===== config.mk =====
export PLATFORM = sky130hd
export DESIGN_NAME = hazard_unit
export DESIGN_NICKNAME = d
export VERILOG_FILES = /design/src/rtl/cpu_pkg.sv /design/src/rtl/fwd_match.sv /design/src/rtl/hazard_unit.sv
export SDC_FILE = /design/constraint.sdc
export NUM_CORES = 1
export LEC_CHECK = 0
export CORE_MARGIN = 2
export CORE_UTILIZATION = 39
export DETAILED_ROUTE_END_ITERATION = 12
export PLACE_DENSITY = 0.76
export SYNTH_ARGS = -nofsm -noshare
export SYNTH_HDL_FRONTEND = slang
export SYNTH_HIERARCHICAL = 1
export SYNTH_SLANG_ARGS = --single-unit

===== constraint.sdc =====
create_clock -name clk -period 3.2 [get_ports clk]
set_clock_uncertainty 0.2 [all_clocks]
set_input_delay 0.32 -clock clk [delete_from_list [all_inputs] [get_ports clk]]
set_output_delay 0.32 -clock clk [all_outputs]
set_load 0.01 [all_outputs]

===== src/rtl/cpu_pkg.sv =====
// cpu_pkg: types and constants shared by the LEGv8 pipeline hazard logic.
//   fwd_sel_t  - operand forwarding select (regfile / EX ALUOut / MEM data)
//   hz_state_t - hazard controller FSM state
//   ex_rec_t   - bookkeeping for the instruction currently in EX
//   mem_rec_t  - bookkeeping for the instruction currently in MEM
//   XZR        - register number of the zero register (never forwarded)
package cpu_pkg;

    typedef enum logic [1:0] {
        FWD_RF  = 2'b00,
        FWD_EX  = 2'b01,
        FWD_MEM = 2'b10
    } fwd_sel_t;

    typedef enum logic [1:0] {
        RUN    = 2'b00,
        STALL1 = 2'b01,
        FLUSH  = 2'b10
    } hz_state_t;

    localparam logic [4:0] XZR = 5'd31;

    typedef struct packed {
        logic       valid;
        logic [4:0] rd;
        logic       regwrite;
        logic       memread;
        logic       setflags;
    } ex_rec_t;

    typedef struct packed {
        logic       valid;
        logic [4:0] rd;
        logic       regwrite;
    } mem_rec_t;

endpackage


===== src/rtl/fwd_match.sv =====
// fwd_match: compares one RF-stage source operand against the EX and MEM
// records and picks where its value should come from.
//   use_src   in  operand is actually consumed by the RF-stage instruction
//   src       in  operand register number
//   ex_rec    in  EX-stage record
//   mem_rec   in  MEM-stage record
//   sel       out forwarding select (EX wins over MEM)
//   load_use  out operand depends on a load still in EX (value not ready yet)
module fwd_match
    import cpu_pkg::*;
(
    input  logic       use_src,
    input  logic [4:0] src,
    input  ex_rec_t    ex_rec,
    input  mem_rec_t   mem_rec,
    output fwd_sel_t   sel,
    output logic       load_use
);

    logic live_src;
    logic ex_hit;
    logic mem_hit;

    // X31 reads as zero, so a "write" to it must never be forwarded.
    assign live_src = use_src && (src != XZR);
    assign ex_hit   = live_src && ex_rec.valid && ex_rec.regwrite && (ex_rec.rd == src);
    assign mem_hit  = live_src && mem_rec.valid && mem_rec.regwrite && (mem_rec.rd == src);
    assign load_use = ex_hit && ex_rec.memread;

    always_comb begin
        sel = FWD_RF;
        if (load_use) begin
            // The instruction is stalled; the select is irrelevant, keep it quiet.
            sel = FWD_RF;
        end else if (ex_hit) begin
            sel = FWD_EX;
        end else if (mem_hit) begin
            sel = FWD_MEM;
        end
    end

endmodule


===== src/rtl/hazard_unit.sv =====
// hazard_unit: RF-stage hazard controller for the five-stage LEGv8 pipeline.
// Tracks the EX and MEM instructions, drives operand and flag forwarding,
// stalls one cycle on load-use and squashes the fetched slot after a taken
// branch.
//   clk, reset             clock, asynchronous active-high reset
//   id_*                   RF-stage instruction fields and control bits
//   forwardOpA/B           00 regfile, 01 EX ALUOut, 10 MEM data
//   forwarding_flags       take N/V from the EX-stage ALU for a B.cond
//   stall / ex_bubble      hold front end, insert NOP into RF/EX
//   flush                  zero the IF/RF register
//   stall_count/flush_count saturating event counters
//   dbg_state              current FSM state, for observation
module hazard_unit
    import cpu_pkg::*;
#(
    parameter int CNT_W = 16
) (
    input  logic             clk,
    input  logic             reset,
    input  logic             id_valid,
    input  logic [4:0]       id_rn,
    input  logic [4:0]       id_rm,
    input  logic             id_use_rn,
    input  logic             id_use_rm,
    input  logic [4:0]       id_rd,
    input  logic             id_regwrite,
    input  logic             id_memread,
    input  logic             id_setflags,
    input  logic             id_useflags,
    input  logic             id_brtaken,
    output logic [1:0]       forwardOpA,
    output logic [1:0]       forwardOpB,
    output logic             forwarding_flags,
    output logic             stall,
    output logic             ex_bubble,
    output logic             flush,
    output logic [CNT_W-1:0] stall_count,
    output logic [CNT_W-1:0] flush_count,
    output hz_state_t        dbg_state
);

    localparam logic [CNT_W-1:0] CNT_MAX = '1;

    ex_rec_t   ex_rec;
    mem_rec_t  mem_rec;
    hz_state_t state, state_next;
    fwd_sel_t  sel_a, sel_b;
    logic      lu_a, lu_b;

    fwd_match u_match_a (
        .use_src  (id_use_rn),
        .src      (id_rn),
        .ex_rec   (ex_rec),
        .mem_rec  (mem_rec),
        .sel      (sel_a),
        .load_use (lu_a)
    );

    fwd_match u_match_b (
        .use_src  (id_use_rm),
        .src      (id_rm),
        .ex_rec   (ex_rec),
        .mem_rec  (mem_rec),
        .sel      (sel_b),
        .load_use (lu_b)
    );

    assign forwardOpA       = sel_a;
    assign forwardOpB       = sel_b;
    assign forwarding_flags = id_valid && id_useflags && ex_rec.valid && ex_rec.setflags;
    assign dbg_state        = state;

    always_comb begin
        state_next = state;
        // In STALL1 the load has moved to MEM, so any remaining match
        // forwards from MEM instead of stalling again.
        stall      = (lu_a || lu_b) && (state != STALL1);
        ex_bubble  = stall;
        // A stalled branch is re-presented next cycle and flushes then.
        // In FLUSH the RF slot is the squashed one and must not flush again.
        flush      = id_valid && id_brtaken && !stall && (state != FLUSH);
        unique case (state)
            RUN: begin
                if (stall) begin
                    state_next = STALL1;
                end else if (flush) begin
                    state_next = FLUSH;
                end
            end
            STALL1:  state_next = RUN;
            FLUSH:   state_next = RUN;
            default: state_next = RUN;
        endcase
    end

    always_ff @(posedge clk or posedge reset) begin
        if (reset) begin
            state <= RUN;
        end else begin
            state <= state_next;
        end
    end

    always_ff @(posedge clk or posedge reset) begin
        if (reset) begin
            ex_rec  <= '0;
            mem_rec <= '0;
        end else begin
            mem_rec <= '{valid: ex_rec.valid, rd: ex_rec.rd, regwrite: ex_rec.regwrite};
            ex_rec  <= '{valid:    id_valid && !ex_bubble,
                         rd:       id_rd,
                         regwrite: id_regwrite,
                         memread:  id_memread,
                         setflags: id_setflags};
        end
    end

    always_ff @(posedge clk or posedge reset) begin
        if (reset) begin
            stall_count <= '0;
            flush_count <= '0;
        end else begin
            if (stall && (stall_count != CNT_MAX)) begin
                stall_count <= stall_count + 1'b1;
            end
            if (flush && (flush_count != CNT_MAX)) begin
                flush_count <= flush_count + 1'b1;
            end
        end
    end

endmodule


== Yosys cells after proc, flatten, opt, wreduce, memory -nomap -nowiden ==
Cells that the tools add are included.
Widths: inputs -> output; s select.
Cells by class
  reductions and logical operators: 29
  add/subtract/negate cells: 2
  $lt $le $gt $ge: 0
  eq/ne operators: 11
  $mul: 0
  divide/modulo/power cells: 0
  shifts and indexed selects: 0
  bitwise operators: 0
  multiplexer cells: 9
Operators with widths (count)
  $add 16x1->16 const B: 2
  $ne 16x16->1 const B: 2
  $logic_and 1x1->1: 26
  $eq 5x5->1: 4
  $mux 2: 9
  $ne 5x5->1 const B: 2
  $ne 3x3->1 const B: 1
  $logic_not 2->1: 1
  $ne 2x1->1 const B: 1
  $ne 2x2->1 const B: 1
  $logic_not 1->1: 1
  $logic_or 1x1->1: 1
Word-level totals
  memories kept: 0
  bits in read-only memories: 0
  word-level logic and storage cells: 62
  output and inout bits: 42
  flip-flop bits (word level): 50
  bits in latches: 0
  bits in writable memories: 0

== Longest topological paths before layout ==
Gate-level depths: netlist of run 1.
  depth in word-level cells: 14
  mapped depth: 10
  gate-level depth less buffers: 9

== Cells and area by module ==
Netlist of run 1, hierarchy kept.
Modules (own cells, without submodules)
  hazard_unit: area each 2227.1 um^2, cells each 174, sequential area each 1251.2 um^2, instances 1
  fwd_match: area each 157.7 um^2, cells each 21, sequential area each 0.0 um^2, instances 2

== Least setup slack after synthesis of run 1 ==
Ideal clock, no wire load.
  path kind: register to register
  from: reg, netlist name ex_rec[6]
  to: reg flush_count[10]
  slack: 0.844 ns
  setup time: 0.079 ns
  stages on the path, launching flop included: 11
  period minus slack after synthesis: 2.356 ns
  data arrival time: 2.077 ns
  cells stage by stage: dfrtp_1 > xor2_1 > nor4_2 > nand4_1 > nor2_1 > o21ai_0 > a32oi_4 > inv_2 > buf_4 > nand4_1 > mux2i_1
On the way
  longest elaborated chain between the ends: 9
  elaborated cells on any way between the ends: 12
RTL lines
  $eq 5x5->1: line fwd_match.sv:26  | assign ex_hit = live_src && ex_rec.valid && ex_rec.regwrite && (ex_rec.rd == src);
  $logic_and 1x1->1: line fwd_match.sv:26
  $logic_and 1x1->1: line fwd_match.sv:28  | assign load_use = ex_hit && ex_rec.memread;
  net lu_b: line hazard_unit.sv:48  | logic lu_a, lu_b;
  $logic_or 1x1->1: line hazard_unit.sv:77  | stall = (lu_a || lu_b) && (state != STALL1);
  $logic_and 1x1->1: line hazard_unit.sv:77
  $logic_not 1->1: line hazard_unit.sv:81  | flush = id_valid && id_brtaken && !stall && (state != FLUSH);
  $logic_and 1x1->1 (2 in series): line hazard_unit.sv:81
  net flush: line hazard_unit.sv:36  | output logic flush,
  $logic_and 1x1->1: line hazard_unit.sv:126  | if (flush && (flush_count != CNT_MAX)) begin
  end signal: assignment: line hazard_unit.sv:127  | flush_count <= flush_count + 1'b1;
  end: declaration: line hazard_unit.sv:38  | output logic [CNT_W-1:0] flush_count,
The timed path passes the listed nets, and every way through them passes these cells.
A chain may end at the register's enable or synchronous reset.

== Worst setup path after layout of run 1 ==
  from: in id_rm[4]
  to: out flush
On the way
  longest elaborated chain between the ends: 11
  elaborated cells on any way between the ends: 12
RTL lines
  start: declaration: line hazard_unit.sv:22  | input logic [4:0] id_rm,
  $ne 5x5->1: line fwd_match.sv:25  | assign live_src = use_src && (src != XZR);
  $logic_and 1x1->1: line fwd_match.sv:25
  $logic_and 1x1->1 (2 in series): line fwd_match.sv:26
  $logic_and 1x1->1 (*): line fwd_match.sv:26
  $logic_and 1x1->1 (*): line fwd_match.sv:28
  net lu_b: line hazard_unit.sv:48
  $logic_or 1x1->1 (*): line hazard_unit.sv:77
  $logic_and 1x1->1 (*): line hazard_unit.sv:77
  $logic_not 1->1 (*): line hazard_unit.sv:81
  $logic_and 1x1->1 (*) (2 in series): line hazard_unit.sv:81
  end: declaration: line hazard_unit.sv:36
Mark *: on every way through the listed nets, which the timed path passes. The rest lies on a longest branch.

==> run_results.csv, run 1 <==
group,metric,value,unit
timing,finalCritPeriodShare,95.8,%
synth,synth_adder_area_share,0.984,%
clock_tree,cts-buffers-inserted,5,
synth,synth-simple-area-share,24.1,%
timing,worstMarginPinSlew,1.02,ns
floorplanning,die_y,84.7,um
drt,num_vias,1970,
global_routing,grt.overflow.total,0,
pwr,ir_drop,0.263,mV
clock_tree,cts_max_level,2,
critical_path,arrival,2.55,ns
pwr,power,1.47,mW
floorplanning,die_area,7180,um2
place,port_buffers,66,
global_routing,grt_pass1_wl,9.36,mm
synth,yosys-mux-area-fraction,1.82,%
critical_path,crit_end,"flush",
timing,slew_violations,0,
critical_path,ff2ff_path_depth,9,
critical_path,r2r_start,"ex_rec[6]$_DFF_PP0_",
timing,hold_viol_final,0,
drt,final_antenna_net_count,0,
drt,initialDrtViolationCount,81,
critical_path,crit_type,"in2out",
clock_tree,cts-root-buf,"clkbuf_8",
critical_path,path_depth,9,
drt,drt-vias-per-instance,5.31,
cells_and_area,layout.nets,320,
cells_and_area,layout-drive-gt1-share,14.3,%
critical_path,cp_max_fo,3,
critical_path,cp_cell_sequence,"clkdlybuf4s50_1 > xor2_1 > nor4_2 > nand4_1 > nor2_2 > o21ai_0 > a32oi_4 > inv_2 > clkdlybuf4s50_1",
min_path,hp-class,"reg2reg",
synth,syn-num-nets,243,
global_routing,grt_usage,16.2,%
global_routing,grt_max_degree,51,
critical_path,cp.required,2.68,ns
cells_and_area,utilization,54.5,%
synth,synth_xor_area_share,15.5,%
critical_path,cp.buffers_inverters,3,
pwr,p_leak,1.46,nW
critical_path,crit_start,"id_rm[4]",
synth,synth-seq-area-share,49.2,%
clock_tree,insertion_delay,0.30,ns
floorplanning,dieWidth,84.7,um
cells_and_area,diodes,0,
floorplanning,initial_core_util,40.3,%
synth,synthArstFlopShare,100,%
place,place.gp.congestion,0.886,
synth,synth_edf_count,0,
synth,synth_seq_cells,50,
critical_path,slowest_stage,"clkdlybuf4s50_1",
global_routing,grt_pass1_vias,1890,
floorplanning,core.rowCount,29,
pwr,power_density,428,nW/um2
critical_path,start_kind,"primary input",
timing,max_freq,0.326,GHz
outcome,status,"complete, no violations",
floorplanning,fp.coreArea,6310,um2
cells_and_area,areaGrowthSynthToFinish,35.3,%
synth,synth_ff_type,"dfrtp_1",
timing,rsz0062_at_grt,"no",
drt,wl_per_cell,15.4,um
critical_path,endpoint_kind,"output pin",
synth,synth_compound_area_share,6.59,%
clock_tree,cts_buffer_depth,2,
drt,drc,0,
cells_and_area,final_common_cell,"clkdlybuf4s50_1",
timing,fin_crit,3.07,ns
clock_tree,cts_tree,"built",
job,drv_cap,0,
critical_path,r2r_end,"flush_count[1]$_DFFE_PP0P_",
synth,synth_cell_types,42,
critical_path,crit_path_frequent_cell,"clkdlybuf4s50_1",
drt,first_pass_iters,4,
synth,netlist_instances,216,
critical_path,r2r_slack,0.64,ns
place,place.detailed.hpwl,4.22,mm
critical_path,crit_family,"buffers and inverters",
clock_tree,clock_sinks,50,
timing,finalSetupViolations,0,
timing,finalSetupTns,0,ns
synth,yosysWarnings,6,
global_routing,antenna_found_initial,0,
floorplanning,io_pins,67,
clock_tree,clkTransAtPathRegs,0.09,ns
drt,wl,5.70,mm
synth,avgSynthCellArea,11.8,um2
cells_and_area,final_cell_mix,"66 x clkdlybuf4s50_1, 50 x dfrtp_1, 23 x xor2_1",
synth,synth_area,2540,um2
critical_path,slowest_delay,0.48,ns
synth,synth_top_family_by_area,"simple AND/OR/NAND/NOR gates",
timing,relSlewSlack,31.9,%
[metrics by stage]
stage	area (um2)	std cells	hold slack [ns]	setup slack [ns]
6_report	3440	371	0.203	0.134
5_1_grt	3440	371	0.229	0.000587
4_1_cts	3430	370	0.208	0.0637
3_5_place_dp	3330	362	0.182	0.0744
3_3_place_gp	3330	362	0.178	0.122
2_1_floorplan	2540	216	0.151	0.844
[logic make-up after synthesis]
family                   Yosys count
AND/OR/NAND/NOR                   85
flip-flops                        50
XOR/XNOR                          45
AO/OA/AOI/OAI                     20
buffers and inverters             10
multiplexers                       4
adder cells (fa/ha/maj)            2
[cells in the mapped netlist, drive strengths merged (2+ instances only)]
cell | count | area, um2
nor2 | 10 | 42.5
nor4 | 9 | 114
dfrtp | 50 | 1250
mux2 | 2 | 26.3
and4b | 2 | 20.0
o21ai | 3 | 18.8
and4 | 7 | 63.8
a31oi | 3 | 18.8
nand4 | 15 | 130
and3 | 14 | 90.1
xnor2 | 22 | 193
o2111ai | 2 | 17.5
ha | 2 | 25.0
nor2b | 2 | 12.5
nand2 | 3 | 11.3
xor2 | 23 | 201
buf | 3 | 20.0
inv | 6 | 22.5
nand3 | 15 | 80.1
o211ai | 5 | 37.5
nor3 | 7 | 40.0
a21oi | 3 | 15.0
mux2i | 2 | 20.0
[worst min-delay path by stage]
stage | from | endpoint | slack [ns] | cells after the start
detailed placement | ex_rec[2]$_DFF_PP0_ | mem_rec[0]$_DFF_PP0_ | 0.18 | 0
CTS | ex_rec[2]$_DFF_PP0_ | mem_rec[0]$_DFF_PP0_ | 0.21 | 0
finish | ex_rec[2]$_DFF_PP0_ | mem_rec[0]$_DFF_PP0_ | 0.20 | 0
global route | id_setflags | ex_rec[0]$_DFF_PP0_ | 0.23 | 1
global placement | ex_rec[2]$_DFF_PP0_ | mem_rec[0]$_DFF_PP0_ | 0.18 | 0
floorplan | id_setflags | ex_rec[0]$_DFF_PP0_ | 0.15 | 0
[metal layers]
layer	track usage, %	part of all wire [%]
met1	22.3	47
met2	25.6	46
met3	3.64	4.8
met4	5.19	1.7
met5	0	0
[repair_timing]
| action | in CTS | in global routing |
|---|---|---|
| gates resized for setup | 0 | 2 |
| hold endpoints to repair | 0 | 0 |
| setup endpoints to repair | 0 | 1 |
| setup buffers | 0 | 1 |
| hold buffers | 0 | 0 |
[flip-flops by register name, summed over array words and instances, names as in the netlist]
signal / flops
stall_count: 16
flush_count: 16
mem_rec: 7
dbg_state: 2
ex_rec: 9
[power by group]
group	total [mW]	internal [mW]	switching (mW)
Sequential	0.776	0.686	0.0896
Clock	0.390	0.178	0.211
Combinational	0.306	0.174	0.131
[area by class of cell]
cell class | count | area, um2
Sequential cell | 50 | 1250
Inverter | 6 | 22.5
Clock inverter | 2 | 16.3
Multi-Input combinational cell | 156 | 1250
Tap cell | 77 | 96.3
Fill cell | 576 | 2870
Timing Repair Buffer | 74 | 721
Clock buffer | 6 | 82.6
Power figures use the tool's default switching activity.
==> inputs of run 2 (changes only) <==
--- a/config.mk
+++ b/config.mk
@@ -5,6 +5,7 @@
 export SDC_FILE = /design/constraint.sdc
 export NUM_CORES = 1
 export LEC_CHECK = 0
+export CAP_MARGIN = 20
 export CORE_MARGIN = 2
 export CORE_UTILIZATION = 39
 export DETAILED_ROUTE_END_ITERATION = 12
==> run_results.csv, run 2 (synthesis gave the netlist of run 1 again) <==
group,metric,value,unit
timing,rsz0062_at_grt,"no",
cells_and_area,top_regs,"flush_count (16), stall_count (16), ex_rec (9)",
outcome,status,"complete, no violations",
cells_and_area,multiInputGateArea,1250,um2
timing,slew_violations,0,
floorplanning,die_area,7180,um2
clock_tree,cts-buffers-inserted,5,
floorplanning,initial_core_util,40.3,%
pwr,power.internal,1.04,mW
place,place.detailed.hpwl,4.22,mm
timing,finalCritPeriodShare,95.8,%
pwr,p_clk_share,26.4,%
timing,max_freq,0.326,GHz
timing,whs,0.0169,ns
timing,finalSetupViolations,0,
critical_path,endpoint_kind,"output pin",
global_routing,grt_max_degree,51,
global_routing,grt.overflow.total,0,
drt,first_pass_iters,4,
pwr,power_density,426,nW/um2
place,place.gp.congestion,0.886,
pwr,power.share.combinational,21.0,%
min_path,hp-class,"in2async",
cells_and_area,nFillCells,574,
timing,relSlewSlack,68.5,%
clock_tree,cts_hold_buf,0,
pwr,power.share.switching,29.4,%
pwr,p_leak,1.47,nW
clock_tree,cts-root-buf,"clkbuf_8",
critical_path,cp_max_fo,3,
pwr,ir_drop,0.264,mV
drt,drt-vias-per-instance,5.29,
timing,finalSetupTns,0,ns
cells_and_area,areaGrowthSynthToFinish,36.1,%
drt,drc,0,
floorplanning,core.rowCount,29,
clock_tree,clock_sinks,50,
floorplanning,io_pins,67,
floorplanning,fp.coreArea,6310,um2
floorplanning,die_y,84.7,um
timing,fin_ws,0.134,ns
job,drv_cap,0,
clock_tree,cts_max_level,2,
clock_tree,insertion_delay,0.31,ns
timing,hold_viol_final,0,
drt,num_vias,1967,
cells_and_area,diodes,0,
cells_and_area,layout.nets,321,
global_routing,grt_pass1_vias,1890,
global_routing,antenna_found_initial,0,
drt,wl_per_cell,15.5,um
floorplanning,dieWidth,84.7,um
timing,worstMarginPinSlew,0.470,ns
cells_and_area,layout-drive-gt1-share,14.6,%
global_routing,grt_usage,16.2,%
clock_tree,cts_buffer_depth,2,
place,port_buffers,66,
cells_and_area,final_cell_mix,"66 x clkdlybuf4s50_1, 50 x dfrtp_1, 23 x xor2_1",
critical_path,cp.required,2.68,ns
place,dpl_cell_area,3330,um2
pwr,switchingPower,433,uW
timing,fin_crit,3.07,ns
drt,final_antenna_net_count,0,
critical_path,arrival,2.55,ns
drt,wl,5.75,mm
cells_and_area,finalInstanceArea,3460,um2
cells_and_area,stdcell_count,372,
drt,initialDrtViolationCount,99,
critical_path,crit_type,"in2out",
cells_and_area,area.sequential,1250,um2
place,pre_cts_ws,0.0744,ns
global_routing,grt_pass1_wl,9.36,mm
critical_path,start_kind,"primary input",
clock_tree,clkTransAtPathRegs,0.10,ns
pwr,seqPwrFrac,52.6,%
place,dp_cells,362,
clock_tree,cts_tree,"built",
cells_and_area,final_common_cell,"clkdlybuf4s50_1",
## run 2: cell types whose count changed in the layout (fill, tap and decap cells not counted), sizes merged
| cell | before | now |
|---|---|---|
| buf | 8 | 9 |
## run 2: per-stage QoR
stage	util, %	total power [mW]
2_1_floorplan	-	0.915
3_3_place_gp	52.7	1.09
3_5_place_dp	52.7	1.10
4_1_cts	54.3	1.49
5_1_grt	54.8	1.56
6_report	54.8	1.47
## run 2: power by group through the flow
stage | logic, mW | clock network, mW | registers, mW
5_1_grt | 0.333 | 0.436 | 0.789
4_1_cts | 0.311 | 0.407 | 0.777
3_3_place_gp | 0.305 | 0 | 0.786
2_1_floorplan | 0.122 | 0 | 0.793
3_5_place_dp | 0.308 | 0 | 0.788
6_report | 0.310 | 0.389 | 0.776
## run 2: repair_timing
action | 4_1_cts | 5_1_grt
setup buffers | 0 | 1
gates resized for setup | 0 | 2
endpoints found under the setup margin | 0 | 1
## run 2: worst paths after layout
| path | startpoint | to | slack [ns] | depth (start not counted) |
|---|---|---|---|---|
| max | id_rm[4] | flush | 0.13 | 9 |
| max in group asynchronous | reset | mem_rec[5]$_DFF_PP0_ | 2.31 | 3 |
| min in group clk | ex_rec[2]$_DFF_PP0_ | mem_rec[0]$_DFF_PP0_ | 0.20 | 0 |
| min | reset | stall_count[0]$_DFFE_PP0P_ | 0.02 | 2 |
| max reg2reg | ex_rec[6]$_DFF_PP0_ | stall_count[14]$_DFFE_PP0P_ | 0.63 | 9 |
| min reg2reg | ex_rec[2]$_DFF_PP0_ | mem_rec[0]$_DFF_PP0_ | 0.20 | 0 |
## run 2: routing by layer
metal  GRT usage (%)  vias to the layer above  part of all wire (%)
li1                -                      955                     -
met1            22.3                      946                    47
met2            25.6                       56                    46
met3            3.64                       10                   4.8
met4            5.19                        0                   2.1
met5               0                        -                     0
## run 2: critical path: stages
cell and delay, ns:
clkdlybuf4s50_1 0.47, xor2_1 0.20, nor4_2 0.24, nand4_1 0.21, nor2_2 0.18, o21ai_0 0.16
a32oi_4 0.23, inv_2 0.06, clkdlybuf4s50_1 0.48
## run 2: final cells by class
cell class,count,share of cell area (%)
clock buffer,6,2.39
clock inverter,2,0.470
inverter,6,0.651
multi-input combinational,156,36.1
sequential,50,36.2
tap,77,2.78
timing repair buffer,75,21.4
